File: config.mk
export PLATFORM = sky130hd
export DESIGN_NAME = pipe_stage_ctrl
export DESIGN_NICKNAME = d
export VERILOG_FILES = /design/src/rtl/pipe_stage_ctrl.sv
export SDC_FILE = /design/constraint.sdc
export NUM_CORES = 1
export LEC_CHECK = 0
export ABC_AREA = 1
export CORE_ASPECT_RATIO = 0.7
export CORE_MARGIN = 3
export CORE_UTILIZATION = 38
export CTS_CLUSTER_SIZE = 8
export DETAILED_ROUTE_END_ITERATION = 16
export PLACE_DENSITY = 0.73
export SYNTH_ARGS = -nofsm -noshare
export SYNTH_HDL_FRONTEND = slang
export SYNTH_SLANG_ARGS = --single-unit
File: constraint.sdc
create_clock -name clk -period 1.8 [get_ports clk]
set_clock_uncertainty 0.2 [all_clocks]
set_input_delay 0.45 -clock clk [delete_from_list [all_inputs] [get_ports clk]]
set_output_delay 0.45 -clock clk [all_outputs]
set_load 0.1 [all_outputs]
File: src/rtl/pipe_stage_ctrl.sv
// rtl/pipe_stage_ctrl.sv - IF/ID/EX/WB pipeline sequencing controller
// Optional PIPE_PERF_CNT_EN adds saturating stall and retire counters.
module pipe_stage_ctrl #(
  parameter int REG_ADDR_W = 3,
  parameter int MUL_CYCLES = 3
) (
  input  logic                  clk,
  input  logic                  reset,
  input  logic                  start,
  input  logic                  halt,
  input  logic [REG_ADDR_W-1:0] id_rs1,
  input  logic [REG_ADDR_W-1:0] id_rs2,
  input  logic [1:0]            id_rs_used,
  input  logic [REG_ADDR_W-1:0] ex_rd,
  input  logic                  ex_wr_en,
  input  logic                  ex_multi,
  input  logic                  ex_branch_taken,
  output logic                  instr_fetch,
  output logic                  decode,
  output logic                  execute,
  output logic                  write_back,
  output logic                  pc_en,
  output logic                  pc_load,
  output logic                  stall,
  output logic                  flush,
  output logic                  busy
`ifdef PIPE_PERF_CNT_EN
  ,
  output logic [15:0]           perf_stall_cnt,
  output logic [15:0]           perf_retire_cnt
`endif
);

  typedef enum logic [1:0] {
    ST_IDLE  = 2'd0,
    ST_RUN   = 2'd1,
    ST_DRAIN = 2'd2
  } state_t;

  localparam logic [3:0] CNT_LOAD = 4'(MUL_CYCLES - 1);

  state_t     state_q, state_d;
  logic       v_if_q, v_if_d;
  logic       v_id_q, v_id_d;
  logic       v_ex_q, v_ex_d;
  logic       v_wb_q, v_wb_d;
  logic [3:0] cnt_q, cnt_d;
  logic       busy_q, busy_d;

  logic       rs1_hit, rs2_hit;
  logic       hazard;
  logic       ex_hold;
  logic       branch_ok;
  logic       stall_c;
  logic       run_fetch;
  logic       fetch_en;
  logic       start_run;
  logic       pipe_empty;

  always_comb begin
    rs1_hit    = id_rs_used[0] & (id_rs1 == ex_rd);
    rs2_hit    = id_rs_used[1] & (id_rs2 == ex_rd);
    hazard     = v_id_q & v_ex_q & ex_wr_en & (ex_rd != '0) & (rs1_hit | rs2_hit);
    // cnt == 1 marks the final EX cycle of a multi-cycle op
    ex_hold    = v_ex_q & ex_multi & (cnt_q != 4'd1);
    branch_ok  = v_ex_q & ex_branch_taken & ~ex_hold;
    stall_c    = (hazard | ex_hold) & ~branch_ok;
    run_fetch  = (state_q == ST_RUN) & ~halt;
    start_run  = (state_q == ST_IDLE) & start;
    fetch_en   = run_fetch | start_run;
    pipe_empty = ~(v_if_q | v_id_q | v_ex_q | v_wb_q);
  end

  always_comb begin
    cnt_d = cnt_q;
    if (v_ex_q && ex_multi && (cnt_q == 4'd0)) begin
      cnt_d = CNT_LOAD;
    end else if (cnt_q != 4'd0) begin
      cnt_d = cnt_q - 4'd1;
    end
  end

  always_comb begin
    v_if_d = v_if_q;
    v_id_d = v_id_q;
    v_ex_d = v_ex_q;
    v_wb_d = v_wb_q;
    if (branch_ok) begin
      v_if_d = fetch_en;
      v_id_d = 1'b0;
      v_ex_d = 1'b0;
      v_wb_d = 1'b1;
    end else if (ex_hold) begin
      v_wb_d = 1'b0;
    end else if (hazard) begin
      v_ex_d = 1'b0;
      v_wb_d = v_ex_q;
    end else begin
      v_wb_d = v_ex_q;
      v_ex_d = v_id_q;
      v_id_d = v_if_q;
      v_if_d = fetch_en;
    end
  end

  always_comb begin
    state_d = state_q;
    case (state_q)
      ST_IDLE:  if (start) state_d = ST_RUN;
      ST_RUN:   if (halt) state_d = ST_DRAIN;
      ST_DRAIN: if (pipe_empty) state_d = ST_IDLE;
      default:  state_d = ST_IDLE;
    endcase
    busy_d = (state_d != ST_IDLE);
  end

  always_ff @(posedge clk or negedge reset) begin
    if (!reset) begin
      state_q <= ST_IDLE;
      v_if_q  <= 1'b0;
      v_id_q  <= 1'b0;
      v_ex_q  <= 1'b0;
      v_wb_q  <= 1'b0;
      cnt_q   <= 4'd0;
      busy_q  <= 1'b0;
    end else begin
      state_q <= state_d;
      v_if_q  <= v_if_d;
      v_id_q  <= v_id_d;
      v_ex_q  <= v_ex_d;
      v_wb_q  <= v_wb_d;
      cnt_q   <= cnt_d;
      busy_q  <= busy_d;
    end
  end

  assign instr_fetch = v_if_q;
  assign decode      = v_id_q;
  assign execute     = v_ex_q;
  assign write_back  = v_wb_q;
  assign pc_en       = v_if_q & ~stall_c & ~branch_ok & run_fetch;
  assign pc_load     = branch_ok;
  assign flush       = branch_ok;
  assign stall       = stall_c;
  assign busy        = busy_q;

`ifdef PIPE_PERF_CNT_EN
  logic [15:0] perf_stall_q, perf_stall_d;
  logic [15:0] perf_retire_q, perf_retire_d;

  always_comb begin
    perf_stall_d  = perf_stall_q;
    perf_retire_d = perf_retire_q;
    if (start_run) begin
      perf_stall_d  = 16'd0;
      perf_retire_d = 16'd0;
    end else begin
      if (stall_c && (perf_stall_q != 16'hFFFF)) perf_stall_d = perf_stall_q + 16'd1;
      if (v_wb_q && (perf_retire_q != 16'hFFFF)) perf_retire_d = perf_retire_q + 16'd1;
    end
  end

  always_ff @(posedge clk or negedge reset) begin
    if (!reset) begin
      perf_stall_q  <= 16'd0;
      perf_retire_q <= 16'd0;
    end else begin
      perf_stall_q  <= perf_stall_d;
      perf_retire_q <= perf_retire_d;
    end
  end

  assign perf_stall_cnt  = perf_stall_q;
  assign perf_retire_cnt = perf_retire_q;
`endif

endmodule
Word level (Yosys, flattened, before mapping)
Cells that the tools add are included.
{"block": "totals", "in_bits": 18, "regBits": 11, "wordCells": 67, "output_inout_bits": 9}
{"block": "op_classes", "n_reduce_logical": 9, "n_bitwise": 26, "n_addsub": 1, "n_eq_ne": 7, "mux": 17}
{"operator": "1-bit bitwise AND", "count": 16}
{"operator": "1-bit 2-to-1 mux", "count": 11}
{"operator": "4-bit 2-to-1 mux", "count": 2}
{"operator": "3-bit == test", "count": 2}
{"operator": "2-bit 2-to-1 mux", "count": 3}
{"operator": "1-bit bitwise OR", "count": 6}
{"operator": "2-bit one-hot mux with 3 select lines", "count": 1}
{"operator": "4-bit zero test", "count": 1}
{"operator": "2-bit by 1-bit inequality test with 1-bit output, second input constant", "count": 2}
{"operator": "4-bit by 1-bit inequality test with 1-bit output, second input constant", "count": 1}
{"operator": "1-bit inverter", "count": 4}
{"operator": "2-bit nonzero test", "count": 2}
{"operator": "4-bit nonzero test", "count": 1}
{"operator": "4-bit by 1-bit subtractor with 4-bit output, second input constant", "count": 1}
{"operator": "3-bit nonzero test", "count": 1}
{"operator": "2-bit by 1-bit == test with 1-bit output, second input constant", "count": 1}
{"operator": "2-bit == test, second input constant", "count": 1}
{"operator": "1-bit logical AND", "count": 2}
{"operator": "2-bit zero test", "count": 1}
{"operator": "2-bit AND reduction", "count": 1}

Logic depth before layout (Yosys ltp)
Gate-level depths: netlist of run 1.
{"block": "depth", "word_depth": 10, "mapped_depth": 10, "depth_no_buf": 10}

Least setup slack after synthesis of run 1
OpenSTA, ideal clock, no wires.
{"block": "synth_path", "kind": "register to output", "startpoint": "register v_ex_q, in the netlist execute", "endpoint": "output pc_en", "setup_slack_ps": -1759, "path_stages_with_launch": 7, "path_buffers": 0, "t_arrival_ps": 2909, "required_time_ps": 1150, "path_cell_list": "dfrtp_1 > nand2_1 > o21bai_4 > nand2_4 > nand2_1 > nand3b_1 > nor2_1"}
{"block": "synth_via", "elab_chain_len": 10}
{"element": "start: declaration", "line_no": "45", "text": "logic v_ex_q, v_ex_d;"}
{"element": "start signal: assignment", "line_no": "130", "text": "v_ex_q <= v_ex_d;"}
{"element": "1-bit bitwise AND, on equally long branches (2 in a row)", "line_no": "63, 65"}
{"element": "1-bit bitwise AND / 1-bit inverter (equally long branches)", "line_no": "63, 66"}
{"element": "1-bit bitwise AND, on equally long branches", "line_no": "63, 66"}
{"element": "1-bit bitwise OR / 1-bit inverter (equally long branches)", "line_no": "67, 141"}
{"element": "1-bit bitwise AND", "line_no": "67", "text": "stall_c = (hazard | ex_hold) & ~branch_ok;"}
{"element": "1-bit inverter", "line_no": "141", "text": "assign pc_en = v_if_q & ~stall_c & ~branch_ok & run_fetch;"}
{"element": "1-bit bitwise AND", "line_no": "141"}
{"element": "1-bit bitwise AND * (2 in a row)", "line_no": "141"}
{"element": "end: declaration", "line_no": "22", "text": "output logic pc_en,"}
Every way passes the cells marked *; elsewhere a longest branch is shown, timed or not.

Worst setup path after layout of run 1
{"block": "layout_path", "startpoint": "input id_rs_used[1]", "endpoint": "output pc_en"}
{"block": "layout_via", "elab_chain_len": 9}
{"element": "start: declaration", "line_no": "13", "text": "input logic [1:0] id_rs_used,"}
{"element": "1-bit bitwise AND", "line_no": "62", "text": "rs2_hit = id_rs_used[1] & (id_rs2 == ex_rd);"}
{"element": "1-bit bitwise OR", "line_no": "63", "text": "hazard = v_id_q & v_ex_q & ex_wr_en & (ex_rd != '0) & (rs1_hit | rs2_hit);"}
{"element": "1-bit bitwise AND", "line_no": "63"}
{"element": "1-bit bitwise OR", "line_no": "67"}
{"element": "1-bit bitwise AND", "line_no": "67"}
{"element": "1-bit inverter", "line_no": "141"}
{"element": "1-bit bitwise AND (3 in a row)", "line_no": "141"}
No other way between the ends.

==> results.ini, run 1 <==
[grt]
antenna_found_initial = 0
grt_pass1_wl_mm = 3.498
grt_pass1_vias = 812
gr-usage-all-layers_pct = 19.06
grt_max_degree = 12
grt.overflow.total = 0

[floorplan]
die_w_um = 57.69
rows = 12
io_pins = 27
die_y_um = 42.18
start_util_pct = 42.64
core_area_mm2 = 0.001667
die_area_mm2 = 0.002433

[setup_path]
cp.required_ns = 1.15
critPathMaxFanout = 2
path_buf_inv = 2
critPathMaxStageDelay_ns = 0.45
crit_type = in -> out
crit_family = buffers and inverters
worstSetupStartpointType = input pin
crit_chain = clkdlybuf4s50_1, nand2_1, nor2_1, nand2_1, nand2_2, nand2_2, nand3b_1, nor2_4, buf_12
worst_ep_arrival_time_ns = 1.64
crit_path_end_kind = output port
crit_path_top_delay_cell = clkdlybuf4s50_1

[cts]
clk_latency_ns = 0.27
clkSinkCount = 11
cts_buffer_depth = 2
cts_root_buf = clkbuf_4
htreeDepth = 1
numCtsBuffers = 3
cts_tree = done
path_clk_slew_ns = 0.07
postCtsHoldBufs = 0

[synthesis]
yosys.area_share.simple_pct = 32.39
synth_top_area_share_pct = 38.73
synth-seq-area-share_pct = 38.73
yosys_warnings = 0
synth_area_leaders = dfrtp_1 (39%), nand2_1 (18%), inv_1 (12%)
syn-instance-count = 101
synth_top_family_by_area = simple AND/OR/NAND/NOR gates
yosys.area.top_type = dfrtp_1
synth_fa_ha_area_share_pct = 5.282
ys_seq_elements = 11
syn_area_um2 = 710.7
synth_compound_area_share_pct = 9.683
syn_area_per_cell_um2 = 7.036
yosysUniqueCellTypes = 19
synth_xor_area_share_pct = 1.232
muxShareOfSynthArea_pct = 0
synth_nets = 122

[detailed_routing]
viasPerCell = 4.746
final_antenna_net_count = 0
wl_per_cell_um = 12.53
drc = 0
drtIter0Drc = 25
first_pass_iters = 4
routed_wl_mm = 2.167
vias = 821

[min_path]
hold_class = in -> async

[layout]
insertedDiodeCount = 0
multi_input_area_um2 = 396.6
nets = 174
seq_area_um2 = 280.3
syn2layout_area_growth_pct = 85.92
drive_above_1_share_pct = 36.18
fillers = 108

[sta]
final-hold-violation-count = 0
finalSetupTns_ns = -1.784
max_freq_mhz = 437.6
worstMarginPinSlew_ns = 0.3404
slew_headroom_pct = 77.07
fin_crit_sh_pct = 127.0
post-route-worst-setup-slack_ns = -0.4853
setup_viol = 4
rsz0062_at_grt = true
min_period_ns = 2.285
maxSlewViolCount = 0

[status]
status = complete, but fails checks
violations = setup timing

[pwr]
p_total_mw = 2.361
powerDensity_mw_per_mm2 = 1787
p_leak_nw = 0.6981
ir_worst_vdd_v = 0.001279

[placement]
portBuffers = 26
gp_congestion = 0.7890
dp_hpwl_mm = 1.556

[job]
cap_violations = 0

## sequential cells by signal, summed over array words and instances (netlist names)
name	flops
state_q	2
instr_fetch	1
decode	1
cnt_q	4
execute	1
write_back	1
busy	1
## kinds of logic after synthesis
group | after synthesis
simple gates | 54
buf+inv | 23
flops | 11
compound gates | 9
fa+ha+maj | 3
xor+xnor | 1
## through the flow
stage               utilization, %  hold slack (ns)  std cells  cell area (um^2)  setup slack, ns
detailed placement           72.82           0.3238        162              1214          -0.6816
global route                 79.28           0.2761        173              1321          -0.5845
CTS                          77.63           0.2654        171              1294          -0.4930
global placement             72.82           0.2786        162              1214          -0.6764
finish                       79.28           0.2696        173              1321          -0.4853
floorplan                        -         -0.04559        101             744.5          -0.6284
## power breakdown
part	internal (mW)	switching, mW
Clock	0.0858	0.0831
Combinational	0.703	1.01
Sequential	0.379	0.0991
## path summary, 6_finish.rpt
path,start,endpoint,slack [ns],depth (start not counted)
min,reset,instr_fetch,0.27,2
min in group clk,cnt_q[3],cnt_q[3],0.33,2
max,id_rs_used[1],pc_en,-0.49,9
min reg2reg,cnt_q[3],cnt_q[3],0.33,2
max in group asynchronous,reset,execute,0.96,2
max reg2reg,cnt_q[1],decode,0.06,11
## placed cells by master, fill, tap and decap left out, drive strengths merged
cell,synthesis,layout
clkbuf,0,4
nand3b,2,2
nand3,5,5
and2,1,1
o31ai,1,1
o21bai,1,1
buf,1,31
ha,3,3
a21oi,1,1
a31oi,1,1
o41ai,1,1
xnor2,1,1
o211ai,1,1
nor4,1,1
clkdlybuf4s15,0,2
dfrtp,11,11
inv,22,21
nand2,36,36
clkinvlp,0,1
clkdlybuf4s50,0,4
o21ai,3,3
dlygate4sd2,0,11
nor2,9,9
## layer usage
layer | track usage, % | wire, um
met1 | 19.77 | 858
met2 | 35.81 | 1146
met3 | 5.231 | 119
met4 | 7.407 | 42
met5 | 0 | 0
## synth_stat cells
cell type  number
nand3_1         5
dfrtp_1        11
nand2_4         1
o31ai_1         1
o41ai_1         1
ha_1            3
and2_2          1
o21ai_0         3
a21oi_1         1
a31oi_1         1
nand2_1        35
nor2_1          9
nor4_1          1
buf_4           1
inv_1          22
nand3b_1        2
xnor2_1         1
o211ai_1        1
o21bai_4        1
## area by class of cell
| cell class | instances | share of cell area [%] |
|---|---|---|
| Timing Repair Buffer | 48 | 38.26 |
| Multi-Input combinational cell | 67 | 30.02 |
| Sequential cell | 11 | 21.21 |
| Inverter | 22 | 6.534 |
| Clock buffer | 4 | 1.989 |
| Tap cell | 21 | 1.989 |
## what timing repair did
action                     CTS  global route
pin swaps                   13             5
hold endpoints to repair     0             0
gates cloned                 0             0
setup endpoints to repair    6             5
resized for setup           25             5
buffers inserted             5             2
No activity file was read; power rests on OpenSTA's default activity.
==> run 2: changes to the inputs <==
- ABC_AREA: 1 -> not set
- CORE_ASPECT_RATIO: 0.7 -> not set
- CORE_UTILIZATION: 38 -> 36
- CTS_CLUSTER_SIZE: 8 -> 40
==> results.ini, run 2 <==
[synthesis]
synth_top_cells_by_count = dfrtp_1 (11), a21oi_1 (7), xnor2_1 (7), inv_1 (4), nor2_1 (4)  ; was nand2_1 (35), inv_1 (22), dfrtp_1 (11), nor2_1 (9), nand3_1 (5)
yosys.area.top_type = dfrtp_1  ; unchanged
synth_area_leaders = dfrtp_1 (46%), xnor2_1 (10%), ha_1 (6.2%)  ; was dfrtp_1 (39%), nand2_1 (18%), inv_1 (12%)
synth-seq-area-share_pct = 45.55  ; was 38.73%
synth_nets = 82  ; was 122
syn_area_per_cell_um2 = 9.907  ; was 7.036 um^2
synth_top_area_share_pct = 45.55  ; was 38.73%
ys_seq_elements = 11  ; unchanged
yosysUniqueCellTypes = 23  ; was 19
synth_edf_count = 0  ; unchanged
yosys_warnings = 0  ; unchanged
synth.most_common_cell = dfrtp_1  ; was nand2_1
syn_area_um2 = 604.3  ; was 710.7 um^2
ys.flop_type = dfrtp_1  ; unchanged
syn-instance-count = 61  ; was 101
ys_async_sr_fraction_pct = 100.0  ; unchanged

[cts]
numCtsBuffers = 3  ; unchanged
htreeDepth = 1  ; unchanged
cts_buffer_depth = 2  ; unchanged
cts_tree = done  ; unchanged
path_clk_slew_ns = 0.07  ; about the same
clk_latency_ns = 0.26  ; was 0.27 ns
clkSinkCount = 11  ; unchanged
cts_root_buf = clkbuf_4  ; unchanged
postCtsHoldBufs = 0  ; unchanged

[job]
cap_violations = 0  ; unchanged

[layout]
top_register = cnt_q  ; unchanged
fillers = 84  ; was 108
largest_reg_flops = 4  ; unchanged
fin_cells = 127  ; was 173
seq_area_um2 = 282.8  ; was 280.3 um^2
layout_common_cells = buf_4 (16), buf_12 (9), dfrtp_1 (7), buf_6 (7)  ; was nand2_1 (30), buf_4 (21), inv_1 (16), dlygate4sd2_1 (11)
stdcell_area_mm2 = 0.001260  ; was 0.001321 mm^2
reg.largest.list = cnt_q: 4 flops, state_q: 2 flops  ; unchanged
multi_input_area_um2 = 412.9  ; was 396.6 um^2
final_common_cell = buf_4  ; was nand2_1
insertedDiodeCount = 0  ; unchanged
drive_above_1_share_pct = 58.56  ; was 36.18%
syn2layout_area_growth_pct = 108.5  ; was 85.92%
nets = 133  ; was 174

[pwr]
ir_worst_vdd_v = 0.001039  ; was 0.001279 V
p_sw_share_pct = 48.09  ; was 50.55%
internal_power_mw = 1.223  ; was 1.168 mW
powerDensity_mw_per_mm2 = 1870  ; was 1787 mW/mm^2
p_leak_nw = 0.5967  ; was 0.6981 nW
pwr-share-seq_pct = 22.2  ; was 20.2%
p_sw_mw = 1.133  ; was 1.194 mW
comb_power_share_pct = 71.0  ; was 72.6%
clockPowerShare_pct = 6.8  ; was 7.2%
p_total_mw = 2.356  ; was 2.361 mW

[setup_path]
worstSetupStartpointType = input pin  ; unchanged
worst_ep_arrival_time_ns = 1.61  ; was 1.64 ns
cp.required_ns = 1.15  ; about the same
critPathMaxFanout = 2  ; unchanged
crit_path_end_kind = output port  ; unchanged
regToRegSetupSlack_ns = 0.08  ; was 0.06 ns
crit_type = in -> out  ; unchanged

[detailed_routing]
viasPerCell = 5.071  ; was 4.746
drc = 0  ; unchanged
routed_wl_mm = 1.788  ; was 2.167 mm
final_antenna_net_count = 0  ; unchanged
vias = 644  ; was 821
drtIter0Drc = 1  ; was 25
wl_per_cell_um = 14.08  ; was 12.53 um
first_pass_iters = 3  ; was 4

[sta]
min_period_ns = 2.263  ; was 2.285 ns
worstMarginPinSlew_ns = 0.4835  ; was 0.3404 ns
setup_viol = 8  ; was 4
post-route-worst-setup-slack_ns = -0.4635  ; was -0.4853 ns
maxSlewViolCount = 0  ; unchanged
slew_headroom_pct = 67.67  ; was 77.07%
fin_crit_sh_pct = 125.7  ; was 127.0%
final-hold-violation-count = 0  ; unchanged
rsz0062_at_grt = true  ; unchanged
max_freq_mhz = 441.8  ; was 437.6 MHz

[status]
status = complete, but fails checks  ; unchanged
violations = setup timing  ; unchanged

[grt]
grt_pass1_vias = 626  ; was 812
grt.overflow.total = 0  ; unchanged
antenna_found_initial = 0  ; unchanged
grt_pass1_wl_mm = 2.677  ; was 3.498 mm
grt_max_degree = 12  ; unchanged
gr-usage-all-layers_pct = 17.74  ; was 19.06%

[placement]
portBuffers = 26  ; unchanged
gp_congestion = 0.7495  ; was 0.7890
preCtsSetupSlack_ns = -0.8035  ; was -0.6816 ns
dp.cells = 116  ; was 162
place_area_mm2 = 0.001100  ; was 0.001214 mm^2
dp_hpwl_mm = 1.383  ; was 1.556 mm

[min_path]
hold_class = in -> async  ; unchanged

[floorplan]
core_area_mm2 = 0.001541  ; was 0.001667 mm^2
die_w_um = 46.97  ; was 57.69 um
die_area_mm2 = 0.002206  ; was 0.002433 mm^2
rows = 14  ; was 12
io_pins = 27  ; unchanged
start_util_pct = 39.20  ; was 42.64%
die_y_um = 46.97  ; was 42.18 um

run 2: cell count changes after synthesis, moves of 3 or more:
cell     change
a21o_1       +3
inv_1       -18
a21oi_1      +6
nand2_1     -32
nand3_1      -4
nor2_1       -5
xnor2_1      +6
nand4_1      +3
run 2: through the flow:
step | util [%] | hold WS, ns | TNS [ns]
floorplan | - | -0.04559 | -1.738
global placement | 71.35 | 0.2875 | -3.749
detailed placement | 71.35 | 0.3071 | -3.882
CTS | 76.46 | 0.3161 | -1.486
global route | 81.74 | 0.3375 | -2.070
finish | 81.74 | 0.3132 | -1.655
run 2: layout make-up:
class | instances | share of cell area [%]
clock buffers | 4 | 2.085
inverters | 4 | 1.192
multi-input cells | 45 | 32.77
flip-flops and latches | 11 | 22.44
well taps | 16 | 1.589
repair buffers | 47 | 39.92
run 2: metal layers:
| layer | vias up | wire length (um) | GRT usage [%] | share of wire, % |
|---|---|---|---|---|
| li1 | 310 | - | - | - |
| met1 | 314 | 692 | 18.91 | 39 |
| met2 | 14 | 1021 | 33.06 | 57 |
| met3 | 6 | 40 | 4.215 | 2.2 |
| met4 | 0 | 34 | 7.182 | 1.9 |
| met5 | - | 0 | 0 | 0 |
run 2: cells by family (layout without fill, tap and decap cells):
| kind of cell | count (synthesis) | after routing | share of synthesized area [%] |
|---|---|---|---|
| buffers and inverters | 5 | 55 | 3.726 |
| muxes | 1 | 1 | 2.484 |
| xor gates and xnor gates | 7 | 7 | 10.15 |
| DFF | 11 | 11 | 45.55 |
| and+or+nand+nor | 22 | 22 | 19.88 |
| adders and majority gates | 3 | 3 | 6.212 |
| AOI/OAI and AO/OA | 12 | 12 | 12.01 |
run 2: critical path, cell delays in order:
cell	delay (ns)
buf_6	0.09
or3_4	0.36
nand4_1	0.10
a21oi_2	0.06
a21oi_2	0.13
and4_4	0.25
buf_12	0.17
run 2: what timing repair did:
item / 4_1_cts / 5_1_grt
resized for setup: 38 / 15
setup endpoints to repair: 7 / 9
pin swaps: 13 / 9
hold endpoints to repair: 0 / 0
setup buffers: 6 / 4
run 2: final timing paths:
check / startpoint / end / cells past startpoint
worst min-delay path: reset / execute / 1
max in group asynchronous: reset / execute / 1
worst max register to register: execute / decode / 7
worst max-delay path: ex_rd[0] / pc_en / 7
min in group clk: state_q[1] / state_q[0] / 1
worst min register to register: state_q[1] / state_q[0] / 1
run 2: power groups by stage:
stage | Clock [mW] | Combinational, mW | Sequential [mW]
after floorplan | 0 | 0.510 | 0.861
after global routing | 0.181 | 1.76 | 0.540
after CTS | 0.166 | 1.59 | 0.516
final | 0.160 | 1.67 | 0.522
after detailed placement | 0 | 1.50 | 0.504
after global placement | 0 | 1.47 | 0.495
==> run 3: changes to the inputs <==
- CAP_MARGIN: not set -> 30
- SETUP_SLACK_MARGIN: not set -> 0.02
- SKIP_CTS_REPAIR_TIMING: not set -> 1
==> results.ini, run 3 (synthesis results as in run 2) <==
[setup_path]
cp.required_ns = 1.15  ; about the same
cp_common_cell = a21oi_2  ; unchanged
worst_ep_arrival_time_ns = 1.60  ; was 1.61 ns
crit_type = in -> out  ; unchanged
crit_family = simple AND/OR/NAND/NOR gates  ; unchanged
critPathMaxStageDelay_ns = 0.36  ; about the same
crit_chain = buf_6, or3_4, nand4_1, a21oi_2, a21oi_2, and4_4, buf_12  ; unchanged
crit_path_top_delay_cell = or3_4  ; unchanged
crit_path_end_kind = output port  ; unchanged
path_buf_inv = 2  ; unchanged
worstSetupStartpointType = input pin  ; unchanged
critPathMaxFanout = 2  ; unchanged

[detailed_routing]
viasPerCell = 4.969  ; was 5.071
vias = 631  ; was 644
first_pass_iters = 4  ; was 3
drc = 0  ; unchanged
routed_wl_mm = 1.941  ; was 1.788 mm
wl_per_cell_um = 15.28  ; was 14.08 um
final_antenna_net_count = 0  ; unchanged
drtIter0Drc = 7  ; was 1

[cts]
path_clk_slew_ns = 0.06  ; was 0.07 ns
cts_buffer_depth = 2  ; unchanged
clk_latency_ns = 0.27  ; was 0.26 ns
htreeDepth = 1  ; unchanged
cts_root_buf = clkbuf_4  ; unchanged
clkSinkCount = 11  ; unchanged
numCtsBuffers = 3  ; unchanged
cts_tree = done  ; unchanged

[layout]
fin_cells = 127  ; unchanged
reg.largest.list = cnt_q: 4 flops, state_q: 2 flops  ; unchanged
insertedDiodeCount = 0  ; unchanged
top_register = cnt_q  ; unchanged
syn2layout_area_growth_pct = 111.6  ; was 108.5%
seq_area_um2 = 282.8  ; unchanged
layout_common_cells = buf_4 (19), dlymetal6s2s_1 (10), buf_12 (9), dfrtp_1 (7)  ; was buf_4 (16), buf_12 (9), dfrtp_1 (7), buf_6 (7)
largest_reg_flops = 4  ; unchanged
drive_above_1_share_pct = 54.05  ; was 58.56%
stdcell_area_mm2 = 0.001279  ; was 0.001260 mm^2
final_common_cell = buf_4  ; unchanged
multi_input_area_um2 = 402.9  ; was 412.9 um^2
nets = 133  ; unchanged
fillers = 84  ; unchanged

[grt]
grt.overflow.total = 0  ; unchanged
grt_max_degree = 12  ; unchanged
grt_pass1_wl_mm = 2.504  ; was 2.677 mm
antenna_found_initial = 0  ; unchanged
gr-usage-all-layers_pct = 16.42  ; was 17.74%
grt_pass1_vias = 603  ; was 626

[placement]
portBuffers = 26  ; unchanged
gp_congestion = 0.7495  ; unchanged
place_area_mm2 = 0.001100  ; unchanged
dp.cells = 116  ; unchanged
dp_hpwl_mm = 1.383  ; unchanged
preCtsSetupSlack_ns = -0.8035  ; unchanged

[floorplan]
start_util_pct = 39.20  ; unchanged
core_area_mm2 = 0.001541  ; unchanged
rows = 14  ; unchanged
die_y_um = 46.97  ; unchanged
die_area_mm2 = 0.002206  ; unchanged
die_w_um = 46.97  ; unchanged
io_pins = 27  ; unchanged

[min_path]
hold_class = reg -> reg  ; was in -> async

[pwr]
p_total_mw = 2.361  ; was 2.356 mW
ir_worst_vdd_v = 0.001014  ; was 0.001039 V
p_leak_nw = 0.6687  ; was 0.5967 nW
powerDensity_mw_per_mm2 = 1846  ; was 1870 mW/mm^2

[status]
status = complete, but fails checks  ; unchanged
violations = setup timing  ; unchanged

[sta]
worstMarginPinSlew_ns = 0.5129  ; was 0.4835 ns
maxSlewViolCount = 0  ; unchanged
rsz0062_at_grt = true  ; unchanged
final-hold-violation-count = 0  ; unchanged
max_freq_mhz = 445.1  ; was 441.8 MHz
slew_headroom_pct = 65.70  ; was 67.67%
min_period_ns = 2.247  ; was 2.263 ns
post-route-worst-setup-slack_ns = -0.4469  ; was -0.4635 ns
setup_viol = 4  ; was 8
holdWs_ns = 0.3144  ; was 0.3132 ns
fin_crit_sh_pct = 124.8  ; was 125.7%

[job]
cap_violations = 0  ; unchanged

[run 3: through the flow]
stage | TNS [ns] | utilization [%]
after global routing | -1.860 | 82.95
after global placement | -3.749 | 71.35
after floorplan | -1.738 | -
final | -1.454 | 82.95
after CTS | -3.096 | 73.05
after detailed placement | -3.882 | 71.35
[run 3: power by group]
part,leakage (nW),internal [mW],switching (mW)
clock network,0.0150,0.0856,0.0817
registers,0.130,0.383,0.144
logic,0.524,0.748,0.919
[run 3: path summary, 6_finish.rpt]
| check | start | to | slack, ns | depth (start not counted) |
|---|---|---|---|---|
| max | ex_rd[0] | pc_en | -0.45 | 7 |
| min | state_q[1] | state_q[0] | 0.31 | 1 |
| max reg2reg | decode | busy | 0.10 | 6 |
| min reg2reg | state_q[1] | state_q[0] | 0.31 | 1 |
| max in group asynchronous | reset | instr_fetch | 0.70 | 1 |
| min in group asynchronous | reset | cnt_q[1] | 0.32 | 1 |
[run 3: cell type report]
cell class / count / share of cell area (%)
well taps: 16 / 1.566
multi-input cells: 45 / 31.51
inverters: 4 / 1.174
clock buffers: 4 / 2.055
repair buffers: 47 / 41.59
flip-flops and latches: 11 / 22.11
[run 3: layer usage]
metal | global-route usage, % | wire length (um)
met5 | 0 | 0
met2 | 29.54 | 1123
met3 | 4.215 | 53
met1 | 18.01 | 757
met4 | 7.182 | 7
